`src/rtl/uart_tx_arbiter_if.sv`:
```
// Bus between four byte requesters / one UART transmitter (master side) and
// the arbiter (slave side).
interface uart_tx_arbiter_if;
  // Handshake: requester i holds req_valid[i], its req_data byte and req_last[i]
  // stable until a one-cycle req_ready[i] pulse; that pulse is the acceptance.
  // The arbiter pulses tx_start with tx_data valid; the transmitter answers with
  // one tx_done pulse per frame and keeps tx_busy high while it cannot start one.
  logic [3:0]  req_valid;
  logic [31:0] req_data;
  logic [3:0]  req_last;
  logic [3:0]  req_ready;
  logic [3:0]  grant;
  logic [7:0]  tx_data;
  logic        tx_start;
  logic        tx_busy;
  logic        tx_done;
  logic        tx_err;

  modport master (
    output req_valid, req_data, req_last, tx_busy, tx_done,
    input  req_ready, grant, tx_data, tx_start, tx_err
  );

  modport slave (
    input  req_valid, req_data, req_last, tx_busy, tx_done,
    output req_ready, grant, tx_data, tx_start, tx_err
  );
endinterface

```
`src/rtl/uart_tx_arbiter.sv`:
```
// Round-robin arbiter sharing one UART transmitter among four byte requesters,
// with bounded bursts per grant and a transmit-done timeout.
module uart_tx_arbiter #(
  parameter int unsigned MAX_BURST = 4,
  parameter logic [15:0] TIMEOUT   = 16'd50000
) (
  input  logic               clk,
  input  logic               reset,
  uart_tx_arbiter_if.slave   bus,
  output logic [1:0]         state_o,
  output logic [1:0]         rr_ptr_o
);

  typedef enum logic [1:0] {
    IDLE      = 2'd0,
    SEND      = 2'd1,
    WAIT_DONE = 2'd2
  } state_t;

  localparam logic [3:0]  MAX_B   = 4'(MAX_BURST);
  // Registered tx_err lands the cycle the counter reaches TIMEOUT-1 (TIMEOUT >= 2).
  localparam logic [15:0] TO_LAST = TIMEOUT - 16'd2;

  state_t      state_q;
  logic [1:0]  rr_ptr_q;
  logic [1:0]  owner_q;
  logic [3:0]  grant_q;
  logic [3:0]  req_ready_q;
  logic        tx_start_q;
  logic        tx_err_q;
  logic [7:0]  tx_data_q;
  logic        last_q;
  logic [3:0]  burst_q;
  logic [15:0] cnt_q;

  logic [3:0]  burst_d;
  logic [15:0] cnt_d;
  logic [1:0]  cand;
  logic [1:0]  win_idx;
  logic        win_found;
  logic [3:0]  win_oh;
  logic [3:0]  owner_oh;
  logic [7:0]  win_byte;
  logic [7:0]  owner_byte;
  logic        cont_ok;
  logic        timeout_hit;

  always_comb begin
    win_found = 1'b0;
    win_idx   = rr_ptr_q;
    cand      = rr_ptr_q;
    for (int k = 0; k < 4; k++) begin
      cand = rr_ptr_q + 2'(k);
      if (!win_found && bus.req_valid[cand]) begin
        win_found = 1'b1;
        win_idx   = cand;
      end
    end
  end

  assign win_oh      = 4'b0001 << win_idx;
  assign owner_oh    = 4'b0001 << owner_q;
  assign win_byte    = bus.req_data[{win_idx, 3'b000} +: 8];
  assign owner_byte  = bus.req_data[{owner_q, 3'b000} +: 8];
  assign burst_d     = burst_q + 4'd1;
  assign cnt_d       = cnt_q + 16'd1;
  assign cont_ok     = bus.req_valid[owner_q] && !last_q && (burst_q < MAX_B);
  assign timeout_hit = (cnt_q == TO_LAST);

  always_ff @(posedge clk) begin
    if (reset) begin
      state_q     <= IDLE;
      rr_ptr_q    <= 2'd0;
      owner_q     <= 2'd0;
      grant_q     <= 4'd0;
      req_ready_q <= 4'd0;
      tx_start_q  <= 1'b0;
      tx_err_q    <= 1'b0;
      tx_data_q   <= 8'h00;
      last_q      <= 1'b0;
      burst_q     <= 4'd0;
      cnt_q       <= 16'd0;
    end else begin
      tx_start_q  <= 1'b0;
      req_ready_q <= 4'd0;
      tx_err_q    <= 1'b0;
      case (state_q)
        IDLE: begin
          if (win_found && !bus.tx_busy) begin
            owner_q     <= win_idx;
            grant_q     <= win_oh;
            tx_data_q   <= win_byte;
            tx_start_q  <= 1'b1;
            req_ready_q <= win_oh;
            state_q     <= SEND;
          end else begin
            grant_q <= 4'd0;
          end
        end
        SEND: begin
          last_q  <= bus.req_last[owner_q];
          burst_q <= burst_d;
          cnt_q   <= 16'd0;
          state_q <= WAIT_DONE;
        end
        WAIT_DONE: begin
          if (bus.tx_done && cont_ok) begin
            tx_data_q   <= owner_byte;
            tx_start_q  <= 1'b1;
            req_ready_q <= owner_oh;
            state_q     <= SEND;
          end else if (bus.tx_done || timeout_hit) begin
            // tx_done beats a simultaneous timeout.
            tx_err_q <= !bus.tx_done;
            grant_q  <= 4'd0;
            rr_ptr_q <= owner_q + 2'd1;
            burst_q  <= 4'd0;
            state_q  <= IDLE;
          end else begin
            cnt_q <= cnt_d;
          end
        end
        default: state_q <= IDLE;
      endcase
    end
  end

  assign bus.req_ready = req_ready_q;
  assign bus.grant     = grant_q;
  assign bus.tx_data   = tx_data_q;
  assign bus.tx_start  = tx_start_q;
  assign bus.tx_err    = tx_err_q;
  assign state_o       = state_q;
  assign rr_ptr_o      = rr_ptr_q;

endmodule
```
`src/flat_wrapper.sv`:
```
// flat-port wrapper written by rule: the top's interface ports become plain ports
module uart_tx_arbiter_flat 
#(
  parameter int unsigned MAX_BURST = 4,
  parameter logic [15:0] TIMEOUT   = 16'd50000
)
  (clk, reset, state_o, rr_ptr_o, bus_req_valid, bus_req_data, bus_req_last, bus_tx_busy, bus_tx_done, bus_req_ready, bus_grant, bus_tx_data, bus_tx_start, bus_tx_err);
  uart_tx_arbiter_if bus_i ();
  input  logic clk;
  input  logic reset;
  output logic [1:0] state_o;
  output logic [1:0] rr_ptr_o;
  input wire logic [$bits(bus_i.req_valid)-1:0] bus_req_valid;
  input wire logic [$bits(bus_i.req_data)-1:0] bus_req_data;
  input wire logic [$bits(bus_i.req_last)-1:0] bus_req_last;
  input wire logic [$bits(bus_i.tx_busy)-1:0] bus_tx_busy;
  input wire logic [$bits(bus_i.tx_done)-1:0] bus_tx_done;
  output wire logic [$bits(bus_i.req_ready)-1:0] bus_req_ready;
  output wire logic [$bits(bus_i.grant)-1:0] bus_grant;
  output wire logic [$bits(bus_i.tx_data)-1:0] bus_tx_data;
  output wire logic [$bits(bus_i.tx_start)-1:0] bus_tx_start;
  output wire logic [$bits(bus_i.tx_err)-1:0] bus_tx_err;
  assign bus_i.req_valid = bus_req_valid;
  assign bus_i.req_data = bus_req_data;
  assign bus_i.req_last = bus_req_last;
  assign bus_i.tx_busy = bus_tx_busy;
  assign bus_i.tx_done = bus_tx_done;
  assign bus_req_ready = bus_i.req_ready;
  assign bus_grant = bus_i.grant;
  assign bus_tx_data = bus_i.tx_data;
  assign bus_tx_start = bus_i.tx_start;
  assign bus_tx_err = bus_i.tx_err;
  uart_tx_arbiter #(.MAX_BURST(MAX_BURST), .TIMEOUT(TIMEOUT)) u_core (.clk(clk), .reset(reset), .bus(bus_i), .state_o(state_o), .rr_ptr_o(rr_ptr_o));
endmodule
```
`config.mk`:
```
export PLATFORM = sky130hd
export DESIGN_NAME = uart_tx_arbiter_flat
export DESIGN_NICKNAME = d
export VERILOG_FILES = /design/src/rtl/uart_tx_arbiter_if.sv /design/src/rtl/uart_tx_arbiter.sv /design/src/flat_wrapper.sv
export SDC_FILE = /design/constraint.sdc
export NUM_CORES = 1
export LEC_CHECK = 0
export ABC_CLOCK_PERIOD_IN_PS = 2250
export BUFFER_PORTS_ARGS = -buffer_cell sky130_fd_sc_hd__clkbuf_2
export CORE_MARGIN = 1.5
export CORE_UTILIZATION = 31
export CTS_BUF_LIST = sky130_fd_sc_hd__clkbuf_4
export CTS_CLUSTER_SIZE = 28
export DETAILED_ROUTE_END_ITERATION = 16
export SYNTH_ARGS = -nofsm -noshare
export SYNTH_HDL_FRONTEND = slang
export SYNTH_SLANG_ARGS = --single-unit
```
`constraint.sdc`:
```
create_clock -name clk -period 2.25 [get_ports clk]
set_input_delay 0.45 -clock clk [delete_from_list [all_inputs] [get_ports clk]]
set_output_delay 0.45 -clock clk [all_outputs]
set_load 0.01 [all_outputs]
```
==> out/summary.txt <==
Result of the run = complete, no violations
Met1 Resource Use GR = 19.6%
Final hold slack = 0.410 ns
Max Fanout on Critical Path = 6
Avg Cell Area, Syn = 8.87 um^2
Routed Wire Length = 7160 um
Global-route wire length before repair = 11900 um
Number of global-route vias before repair = 2511
Slew HR = 66.1%
Yosys reg bits = 45
Buf/Inv on CP = 0
DR WL/cell = 14.4 um
Area grow syn2layout = 21.8%
Maxcap violations = 0
Asr flop ratio synth = 0%
Endpoints failing setup = 0
Clock Root Buffer = clkbuf_4
Flop pwr share = 38.2%
GPL Wtd Cong = 0.880
Layout Skew = 0.00796 ns
Total grt overflow = 0
R2R setup slack = 0.12 ns
Worst Hold Endpoint = u_core.bus.tx_err
R2R depth = 5
1st-pass router iterations = 4
Fmax = 469 MHz
Switch Pwr = 1.03 mW
Cts bufs inserted = 5
Grt met2 use = 24.8%
Share of cells above drive strength 1 = 29.1%
Port Buffers = 65
CTS Hold Bufs = 0
Worst hold path depth = 3
Die W = 97.5 um
P_leak = 1.40 nW
Die height = 97.5 um
Number of synthesized flops with an enable pin = 0
Startpoint Class = flip-flop
Combinational share of power = 47.1%
Clk sink count = 45
Crit path cell chain = mux4_2 > nand3_1 > o211ai_2 > or4b_1 > a21oi_1
Pwr/cell area = 767 mW/mm^2
Worst Hold Launch = bus_tx_done
Final slew viol count = 0
Unrepaired setup endpoints after global routing = no
CP arrival = 2.42 ns
Count of cell types in the netlist = 62
Layout Utilization = 38.9%
Largest net degree at the start of global routing = 34
Int Power = 1.56 mW
Clock Latency Late Sink = 0.35 ns
ANT cells = 0
Worst-path clk slew = 0.13 ns
Hold Crit Class = input pin to flip-flop
CTS tree = built
Mapped Nets = 368
Starting Density = 31.9%
Dpl hpwl = 5490 um
Total GRT Usage = 14.9%
Post-Syn Area = 0.00277 mm^2
Iter 0 DRT Violations = 192
Routed Antenna Nets = 0
Post-synth top flop = dfxtp_1
Slew @ Worst Pin = 0.504 ns
Residual DRC = 0
Crit-path leading delay family = simple AND/OR/NAND/NOR gates
Worst vdd ir = 0.265 mV
Core ar. = 0.00868 mm^2
H-Tree Depth = 2
Nets = 443
Full die area = 0.00950 mm^2
Vias after detailed routing = 2666
Crit. End Element = flip-flop
Row cnt = 34
Switch share = 39.8%
Clk network pwr share = 14.8%
Worst Path Required = 2.54 ns
Commonest non-fill, non-tap cells in the layout = clkbuf_2, dfxtp_1, nor2_1
Ys Warns = 0
CP max stage delay = 0.59 ns
Tcrit/Tclk final = 94.8%
Final Critical Period = 2.13 ns
Total power = 2.59 mW
Max Root-Sink Buffers = 2
I/O Pins = 66
Gr busiest metal = met2
Kind of critical path = flip-flop to flip-flop
RR Startpoint = u_core.owner_q[0]
Vias per cell = 5.38
Post-synthesis sequential area ratio = 32.5%
Antenna violations before repair = 0
Critical-path top delay cell = mux4_2
Reg-to-reg critical path endpoint = u_core.bus.grant[0]
Fin. Hold Viols = 0
Commonest non-fill, non-tap cell in the layout = clkbuf_2
Post-Syn Instances = 312
Met3 usage = 2.88%
## power groups by stage
stage          Clock (mW)  Combinational, mW  Sequential (mW)
2_1_floorplan           0              0.725             1.05
3_3_place_gp            0               1.14             1.01
3_5_place_dp            0               1.15             1.01
4_1_cts             0.404               1.16            0.988
5_1_grt             0.447               1.35             1.00
6_report            0.382               1.22            0.987
## metrics by stage
step / instance area (um^2) / TNS, ns / worst slack, ns / cells
2_1_floorplan: 2770 / 0 / 0.140 / 312
3_3_place_gp: 3270 / -0.135 / -0.0681 / 487
3_5_place_dp: 3270 / -0.157 / -0.0886 / 487
4_1_cts: 3330 / 0 / 0.0527 / 495
5_1_grt: 3370 / 0 / 0.00954 / 496
6_report: 3370 / 0 / 0.117 / 496
## sequential cells by signal (all words and copies together) (netlist names)
name / cells
u_core.burst_q: 4
u_core.bus.tx_data: 8
u_core.owner_q: 2
u_core.bus.tx_start: 1
u_core.bus.tx_err: 1
u_core.state_o: 2
u_core.bus.req_ready: 4
u_core.last_q: 1
u_core.cnt_q: 16
u_core.rr_ptr_o: 2
u_core.bus.grant: 4
## cell families after synthesis
group                    count (synthesis)  share of synthesized area, %
AO/OA/AOI/OAI                           77                          22.8
XOR/XNOR                                 8                          2.53
adder cells (fa/ha/maj)                 12                          5.42
buffers and inverters                   35                          6.33
flip-flops                              45                          32.5
multiplexers                            18                          7.41
AND/OR/NAND/NOR                        117                          22.9
## worst reg2reg max path, cell delays in order (launching register included)
cell      delay, ns
dfxtp_1        0.51
mux4_2         0.59
nand3_1        0.15
o211ai_2       0.16
or4b_1         0.50
a21oi_1        0.16
## routing by layer
metal | wire length (um) | up-vias
met5 | 0 | -
met4 | 100 | 0
met3 | 409 | 11
met2 | 3310 | 86
met1 | 3350 | 1247
li1 | - | 1322
## synth_stat cells (3+ instances only)
library cell  instances  area, um^2
xor2_1                8        70.1
and4_1                4        35.0
nand4_1               3        18.8
o211ai_1              5        37.5
a2111oi_0             8        70.1
buf_4                 3        22.5
and2_1                4        25.0
nor3_1                5        25.0
a311oi_1              9        78.8
and3_1                6        37.5
nand2b_1              5        31.3
inv_1                16        60.1
a22oi_1               5        37.5
buf_6                 4        45.0
o21ai_0               4        20.0
nand2_1              20        75.1
nand3b_1              3        22.5
a2111oi_1             8        80.1
clkbuf_1             10        37.5
or3_1                 6        37.5
nand3_1               9        45.0
o2111ai_1             7        61.3
mux2i_1              16         160
ha_1                 12         150
a21oi_1              14        70.1
dfxtp_1              45         901
nor2b_1               3        18.8
nor2_1               32         120
## what timing repair did
item / CTS / global route
setup buffers: 0 / 1
setup endpoints to repair: 1 / 7
endpoints found under the hold margin: 0 / 0
pin swaps: 0 / 2
resized for setup: 2 / 11
## worst max-delay path by stage
stage	end	start	slack [ns]	cells after the start
6_report	u_core.bus.grant[0]	u_core.owner_q[0]	0.12	5
5_1_grt	u_core.cnt_q[14]	u_core.cnt_q[15]	0.01	6
2_1_floorplan	u_core.bus.tx_data[5]	u_core.state_o[0]	0.14	10
4_1_cts	u_core.bus.tx_data[4]	u_core.state_o[1]	0.05	6
3_5_place_dp	u_core.bus.tx_data[6]	bus_req_valid[1]	-0.09	6
3_3_place_gp	u_core.bus.tx_data[6]	bus_req_valid[1]	-0.07	6
## layout make-up
cell class	count	area (um^2)
Fill cell	881	5310
Multi-Input combinational cell	232	1730
Sequential cell	45	901
Timing Repair Buffer	87	490
Tap cell	108	135
Inverter	16	60.1
Clock buffer	5	37.5
Clock inverter	3	17.5
Note: power is estimated with default switching activity, not from simulation.
